$ cat src/rtl/uart_tx_fifo.sv
// UART transmitter with a small byte FIFO in front of an 8N1/8N2 serializer.
// Baud divider, stop-bit count and enable are sampled at each frame start.
module uart_tx_fifo #(
  parameter int DEPTH = 4,
  parameter int DIV_W = 16
) (
  input  logic                     clk,
  input  logic                     rst,
  input  logic [DIV_W-1:0]         cfg_div,
  input  logic                     cfg_txen,
  input  logic                     cfg_nstop,
  input  logic                     tx_valid,
  input  logic [7:0]               tx_data,
  output logic                     tx_ready,
  output logic                     tx_busy,
  output logic [$clog2(DEPTH):0]   tx_level,
  output logic                     uart_txd
);

  localparam int AW = $clog2(DEPTH);
  localparam logic [AW:0] FULL_LVL = (AW+1)'(DEPTH);
  localparam logic [AW:0] LVL_ONE  = (AW+1)'(1);

  typedef enum logic [1:0] {IDLE, START, DATA, STOP} state_t;

  logic [7:0]       mem [DEPTH];
  logic [AW-1:0]    wr_ptr_reg, rd_ptr_reg;
  logic [AW:0]      level_reg;

  state_t           state_reg, state_next;
  logic [DIV_W-1:0] baud_reg, baud_next;
  logic [DIV_W-1:0] div_reg, div_next;
  logic             nstop_reg, nstop_next;
  logic [2:0]       bit_reg, bit_next;
  logic [7:0]       shift_reg, shift_next;
  logic             txd_reg, txd_next;

  logic push, pop, load, can_start, baud_tick;

  assign tx_ready  = (level_reg != FULL_LVL);
  assign push      = tx_valid && tx_ready;
  assign can_start = (level_reg != '0) && cfg_txen;
  assign baud_tick = (baud_reg == div_reg);
  assign tx_busy   = (state_reg != IDLE);
  assign tx_level  = level_reg;
  assign uart_txd  = txd_reg;

  always_ff @(posedge clk) begin
    if (push) mem[wr_ptr_reg] <= tx_data;
  end

  always_comb begin
    state_next = state_reg;
    baud_next  = baud_reg;
    div_next   = div_reg;
    nstop_next = nstop_reg;
    bit_next   = bit_reg;
    shift_next = shift_reg;
    load       = 1'b0;

    if (state_reg != IDLE) begin
      baud_next = baud_tick ? '0 : baud_reg + DIV_W'(1);
    end

    case (state_reg)
      IDLE: load = can_start;
      START: begin
        if (baud_tick) begin
          state_next = DATA;
          bit_next   = '0;
        end
      end
      DATA: begin
        if (baud_tick) begin
          shift_next = {1'b0, shift_reg[7:1]};
          if (bit_reg == 3'd7) begin
            state_next = STOP;
            bit_next   = '0;
          end else begin
            bit_next = bit_reg + 3'd1;
          end
        end
      end
      STOP: begin
        // bit_reg counts stop bits already sent; last one ends at index nstop
        if (baud_tick) begin
          if (bit_reg == {2'b00, nstop_reg}) begin
            state_next = IDLE;
            load       = can_start;
          end else begin
            bit_next = bit_reg + 3'd1;
          end
        end
      end
      default: state_next = IDLE;
    endcase

    if (load) begin
      shift_next = mem[rd_ptr_reg];
      div_next   = cfg_div;
      nstop_next = cfg_nstop;
      baud_next  = '0;
      bit_next   = '0;
      state_next = START;
    end
    pop = load;

    case (state_next)
      START:   txd_next = 1'b0;
      DATA:    txd_next = shift_next[0];
      default: txd_next = 1'b1;
    endcase
  end

  always_ff @(posedge clk) begin
    if (rst) begin
      wr_ptr_reg <= '0;
      rd_ptr_reg <= '0;
      level_reg  <= '0;
      state_reg  <= IDLE;
      baud_reg   <= '0;
      div_reg    <= '0;
      nstop_reg  <= 1'b0;
      bit_reg    <= '0;
      shift_reg  <= '0;
      txd_reg    <= 1'b1;
    end else begin
      if (push) wr_ptr_reg <= wr_ptr_reg + AW'(1);
      if (pop)  rd_ptr_reg <= rd_ptr_reg + AW'(1);
      case ({push, pop})
        2'b10:   level_reg <= level_reg + LVL_ONE;
        2'b01:   level_reg <= level_reg - LVL_ONE;
        default: level_reg <= level_reg;
      endcase
      state_reg <= state_next;
      baud_reg  <= baud_next;
      div_reg   <= div_next;
      nstop_reg <= nstop_next;
      bit_reg   <= bit_next;
      shift_reg <= shift_next;
      txd_reg   <= txd_next;
    end
  end

endmodule

$ cat config.mk
export PLATFORM = sky130hd
export DESIGN_NAME = uart_tx_fifo
export DESIGN_NICKNAME = d
export VERILOG_FILES = /design/src/rtl/uart_tx_fifo.sv
export SDC_FILE = /design/constraint.sdc
export NUM_CORES = 1
export LEC_CHECK = 0
export ABC_AREA = 1
export CORE_MARGIN = 5
export CORE_UTILIZATION = 58
export DETAILED_ROUTE_END_ITERATION = 10
export GPL_TIMING_DRIVEN = 0
export PLACE_DENSITY_LB_ADDON = 0.12
export SYNTH_ARGS = -nofsm -noshare
export SYNTH_HDL_FRONTEND = slang
export SYNTH_SLANG_ARGS = --single-unit
$ cat constraint.sdc
create_clock -name clk -period 3.1 [get_ports clk]
set_input_delay 0.62 -clock clk [delete_from_list [all_inputs] [get_ports clk]]
set_output_delay 0.62 -clock clk [all_outputs]
set_load 0.1 [all_outputs]
Word level (Yosys, flattened, before mapping) --
Memories as Yosys holds them, arrays and structs flattened. A register that Yosys moved wholly into a read port is not among the register bits. Index checks and enable logic that the tools add are counted.
Cells by class: $add $sub $neg 6, eq/ne operators 15, mux-type cells 26, reduce and logical (&&, ||, !) cells 12
Operator list (count):
- 8-bit 2-to-1 mux | 3
- 16-bit by 1-bit adder with 16-bit output (second input constant) | 1
- 16-bit equality test | 1
- 16-bit 2-to-1 mux | 1
- 2-bit 2-to-1 mux | 8
- 3-bit 2-to-1 mux | 5
- 3-bit one-hot mux with 3 select lines | 1
- 2-bit equality test (second input constant) | 4
- 2-bit inequality test (second input constant) | 4
- 2-bit nonzero test | 4
- 3-bit by 1-bit adder with 3-bit output (second input constant) | 2
- 2-bit by 1-bit equality test with 1-bit output (second input constant) | 3
- 2-bit one-hot mux with 3 select lines | 1
- 3-bit one-hot mux with 2 select lines | 1
- 3-bit nonzero test | 2
- 5-bit AND reduction | 1
- 2-bit by 1-bit adder with 2-bit output (second input constant) | 2
- 1-bit 2-to-1 mux | 4
- 1-bit one-hot mux with 2 select lines | 2
- 3-bit by 1-bit equality test with 1-bit output | 1
- 3-bit equality test (second input constant) | 1
- 3-bit inequality test (second input constant) | 1
- 3-bit by 1-bit subtractor with 3-bit output (second input constant) | 1
- 1-bit logical AND | 2
- other kinds (3) | 3
Word-level totals: register bits 54, RAM bits 32, bits of input ports 29, output and inout port bits 6, logic and storage cells 71, memories kept 1
Memory list:
- mem | depth 4, width 8, read ports 1, clocked after Yosys merged registers in 1, wr ports 1, line 26 | logic [7:0] mem [DEPTH];

Logic depth before layout (Yosys ltp) --
word-level depth 8, mapped depth 18, gate-level depth less buffers 17

Least setup slack after synthesis --
Ideal clock, no wire load.
kind register to register, start point register level_reg[2], in the netlist tx_level[2], end point register level_reg[2], in the netlist tx_level[2], setup time 0.122 ns, arrival time 3.522 ns, required time 2.978 ns, setup slack -0.544 ns, stages on the path, launching flop included 10, path buffers 0, period minus slack after synthesis 3.644 ns, path through dfxtp_1 -> nand3_1 -> nand2_1 -> ha_1 -> inv_1 -> fa_1 -> a21oi_1 -> o21ai_0 -> o21ai_0 -> a21oi_1
Between the ends: elaborated cells on any way between the ends 13, classes of those cells 2 x add/sub; 3 x eq/ne; 4 x mux; 4 x reduce/logical
RTL lines:
- start, declared | line 28 | logic [AW:0] level_reg;
- start signal, assigned | line 131 | 2'b10: level_reg <= level_reg + LVL_ONE;
- start signal, assigned | line 132 | 2'b01: level_reg <= level_reg - LVL_ONE;
- start signal, assigned | line 133 | default: level_reg <= level_reg;
- 3-bit inequality test (*) | line 40 | assign tx_ready = (level_reg != FULL_LVL);
- via tx_ready | line 14 | output logic tx_ready,
- 1-bit logical AND (*) | line 41 | assign push = tx_valid && tx_ready;
- 2-bit by 1-bit equality test with 1-bit output / 2-bit equality test (equally long branches) | line 130 | case ({push, pop})
- 3-bit one-hot mux with 2 select lines / 2-bit nonzero test (equally long branches)
The timed path passes the listed nets; every way through them passes the cells marked *. A chain may end at the register's enable or synchronous reset.

Final worst setup path --
start point register state_reg[1], end point output tx_busy
Between the ends: cells in the longest elaborated chain, start to end 1
RTL lines:
- start, declared | line 30 | state_t state_reg, state_next;
- start signal, assigned | line 135 | state_reg <= state_next;
- 2-bit nonzero test | line 44 | assign tx_busy = (state_reg != IDLE);
- end, declared | line 15 | output logic tx_busy,
Every way passes these cells.

==> impl_metrics.py <==
metrics = {
    "floorplan": {
        "vertical_die_dimension_microns": 94.32,
        "fp-row-count": 30,
        "core_area_sq_mm": 0.006869,
        "boundaryPins": 35,
        "start_util_pct": 60.04,
        "fp.dieW_microns": 94.32,
        "die-area_sq_mm": 0.008896,
    },
    "logic_synthesis": {
        "ys_warn_count": 0,
        "syn_nets": 534,
        "yosys.area.top_type_share_pct": 27.18,
        "postSynth.topFlopCell": "dfxtp_1",
        "yosysUniqueCellTypes": 35,
        "syn_area_per_cell_sq_um": 8.399,
        "yosys-top-cells-area": "dfxtp_1 (27%), edfxtp_1 (23%), nand2_1 (8.1%)",
        "synth_area_sq_mm": 0.004124,
        "synth_edf_count": 32,
        "ys_seq_elements": 88,
        "synth_sequential_area_ratio_pct": 50.49,
        "synth-async-reset-ratio_pct": 0,
        "synthCells": 491,
        "yosysTopAreaCell": "dfxtp_1",
    },
    "detailed_routing": {
        "routed_length_per_instance_microns": 13.40,
        "first_pass_iters": 4,
        "detail_route.drc_violations": 0,
        "avgViaCountPerCell": 5.203,
        "detailed_router_s_first_iteration_violation_count": 144,
        "drt.antenna.violating_nets": 0,
        "dr_total_vias": 3314,
        "detail_route.wirelength_microns": 8537,
    },
    "status": {
        "outcome": "finished clean",
    },
    "hold_path": {
        "worstHoldPathType": "reg2reg",
        "hold_path.startpoint": "div_reg[0]",
        "hold-path-cell-count": 2,
        "worst_hold_path.endpoint": "div_reg[0]",
    },
    "global_routing": {
        "largest_net_degree_at_the_start_of_global_routing": 17,
        "globalRouteMet3Util_pct": 7.212,
        "groute.layer.met1.usage_pct": 24.30,
        "grt_pass1_vias": 3266,
        "globalRoute.busiestLayer": "met2",
        "antenna_violations_before_repair": 0,
        "grt_util_met2_pct": 36.05,
        "grt_first_pass_wirelength_microns": 14550,
        "groute.usage.overall_pct": 21.00,
        "grt_residual_overflow": 0,
    },
    "finish": {
        "largest_register_ffs": 32,
        "n_antenna_cell": 0,
        "register_area_sq_mm": 0.002083,
        "layout.core_utilization_pct": 70.09,
        "synthToLayoutAreaGrowth_pct": 16.75,
        "finalNetCount": 579,
        "area_of_the_multi_input_gates_sq_mm": 0.001729,
        "layout.filler_cells": 577,
        "fraction_of_final_layout_cells_sized_beyond_drive_strength_1_pct": 12.94,
        "post_layout_nonfiller_instances": 637,
    },
    "critical_path": {
        "r2r_cells": 13,
        "r2r_end": "tx_level[2]",
        "worstPathBufferInverterCount": 4,
        "criticalPathCategory": "reg2out",
        "timing.critical_path.from_type": "flip-flop",
        "worstPathCellList": "inv_1 > ha_1 > buf_2 > clkinv_2 > dlygate4sd2_1",
        "slowest_delay_ps": 880,
        "critical_path_peak_fanout": 10,
        "crit_path_end_kind": "primary output",
        "timing.critical_path.slowest_stage_cell": "dlygate4sd2_1",
        "worst-r2r-setup-slack_ps": 250,
        "worstSetupStartpoint": "state_reg[1]",
        "crit_required_ps": 2480,
        "regToRegStartpoint": "state_reg[0]",
        "cp_top_family": "buffers and inverters",
        "critical_path_arrival_ps": 2270,
    },
    "timing": {
        "setup-violations-final": 0,
        "skew_ps": 7.919,
        "minimum_clock_period_after_layout_ps": 2892,
        "worst_slew_pin_slew_ps": 980.4,
        "final-hold-violation-count": 0,
        "fmaxAchievable_ghz": 0.3458,
        "post-route-period-util_pct": 93.29,
        "max_transition_viols_final": 0,
        "maxSlewHeadroom_pct": 34.44,
        "setup_repair_after_global_routing_missed_its_margin": "no",
    },
    "power": {
        "power.static_leakage_nw": 1.819,
        "power_per_cell_area_mw_per_mm2": 921.8,
        "vdd_ir_drop_max_v": 0.0007227,
    },
    "placed_design": {
        "place.detailed.instances": 621,
        "dpl.hpwl_microns": 6197,
        "globalplace.congestion": 0.8090,
        "placement.io_buffers": 34,
    },
    "run": {
        "cap_viol_max_count": 0,
    },
    "cts": {
        "ctsHtreeMaxLevel": 3,
        "cts_root_buffer": "clkbuf_8",
        "cts-buffers-inserted": 9,
        "clk_pin_slew_worst_paths_ps": 90,
        "cts.repair.resized": 1,
        "cts.repair_timing.setup_buffer_count": 0,
        "tritoncts": "built",
        "clock_insertion_delay_worst_skew_ps": 360,
        "tritoncts_num_sinks": 88,
        "cts_buffer_depth": 2,
        "cts_hold_buffers": 0,
    },
}
[layout by cell type (no fill, tap or decap), drive strengths merged]
cell / netlist / layout
o22ai: 6 / 6
or2: 1 / 1
dfxtp: 56 / 56
clkdlybuf4s50: 0 / 33
nor2: 75 / 75
ha: 13 / 13
clkbuf: 7 / 16
inv: 60 / 63
nor3b: 4 / 4
bufinv: 0 / 2
nor4: 1 / 1
fa: 1 / 1
nand3: 15 / 15
edfxtp: 32 / 32
and3: 1 / 1
o21a: 1 / 1
nand4: 2 / 2
a31oi: 7 / 7
clkinv: 1 / 3
a21oi: 30 / 30
dlygate4sd2: 0 / 1
buf: 7 / 7
xor2: 9 / 9
o21ai: 58 / 58
nor3: 11 / 11
nand2: 93 / 93
[cells in the mapped netlist, drive strengths merged (9+ instances only)]
cell type and number:
nand3 15, a21oi 30, dfxtp 56, ha 13, edfxtp 32, o21ai 58
nor2 75, nand2 93, inv 60, xor2 9, nor3 11
[worst max-delay path by stage]
stage	end	slack [ps]	depth (start not counted)
final	tx_busy	210	5
after detailed placement	tx_level[2]	-1	12
after CTS	tx_busy	180	5
after global routing	tx_level[2]	30	13
after global placement	tx_level[2]	20	12
after floorplan	tx_level[2]	160	10
[power by group]
group          switching [mW]  total, mW  internal [mW]
sequential              0.141       1.58           1.44
combinational            1.34       1.96          0.620
clock                   0.431      0.894          0.463
total                    1.91       4.44           2.53
[per-layer routing]
| layer | part of all wire [%] | up-vias |
|---|---|---|
| li1 | - | 1698 |
| met1 | 43 | 1533 |
| met2 | 51 | 70 |
| met3 | 4.7 | 13 |
| met4 | 1.6 | 0 |
| met5 | 0 | - |
[kinds of logic (layout without fill, tap and decap cells)]
family	Yosys count	count (layout)	synth area share (%)
AOI/OAI and AO/OA	102	102	14.11
xor gates and xnor gates	9	9	1.912
adders and majority gates	14	14	4.430
buffers and inverters	75	125	7.706
DFF	88	88	50.49
and+or+nand+nor	203	203	21.36
[area by class of cell]
class,instances,share of cell area [%]
Multi-Input combinational cell,328,35.91
Timing Repair Buffer,34,7.043
Buffer,14,1.845
Clock buffer,9,2.573
Sequential cell,88,43.27
Inverter,61,4.782
Tap cell,96,2.495
Clock inverter,7,2.079
[through the flow]
stage / instance area (sq um) / setup TNS, ps / hold slack (ps) / total power, mW / setup slack [ps]
4_1_cts: 4815 / 0 / 476.6 / 4.468 / 179.3
5_1_grt: 4815 / 0 / 492.9 / 4.759 / 30.11
3_5_place_dp: 4592 / -1.224 / 461.8 / 3.582 / -1.224
3_3_place_gp: 4592 / 0 / 456.9 / 3.529 / 17.48
2_1_floorplan: 4131 / 0 / 444.6 / 3.100 / 159.1
6_report: 4815 / 0 / 473.1 / 4.438 / 207.9
[worst reg2reg max path: stages, from the launching register on]
cell and delay [ps]:
dfxtp_1 370, inv_1 110, ha_1 320, nor3b_1 450, nand2_4 160, buf_6 180
inv_2 80, ha_1 140, inv_1 70, fa_1 370, a21oi_1 140, o21ai_0 120
o21ai_0 170, a21oi_1 60
(Power assumes the default switching activity.)
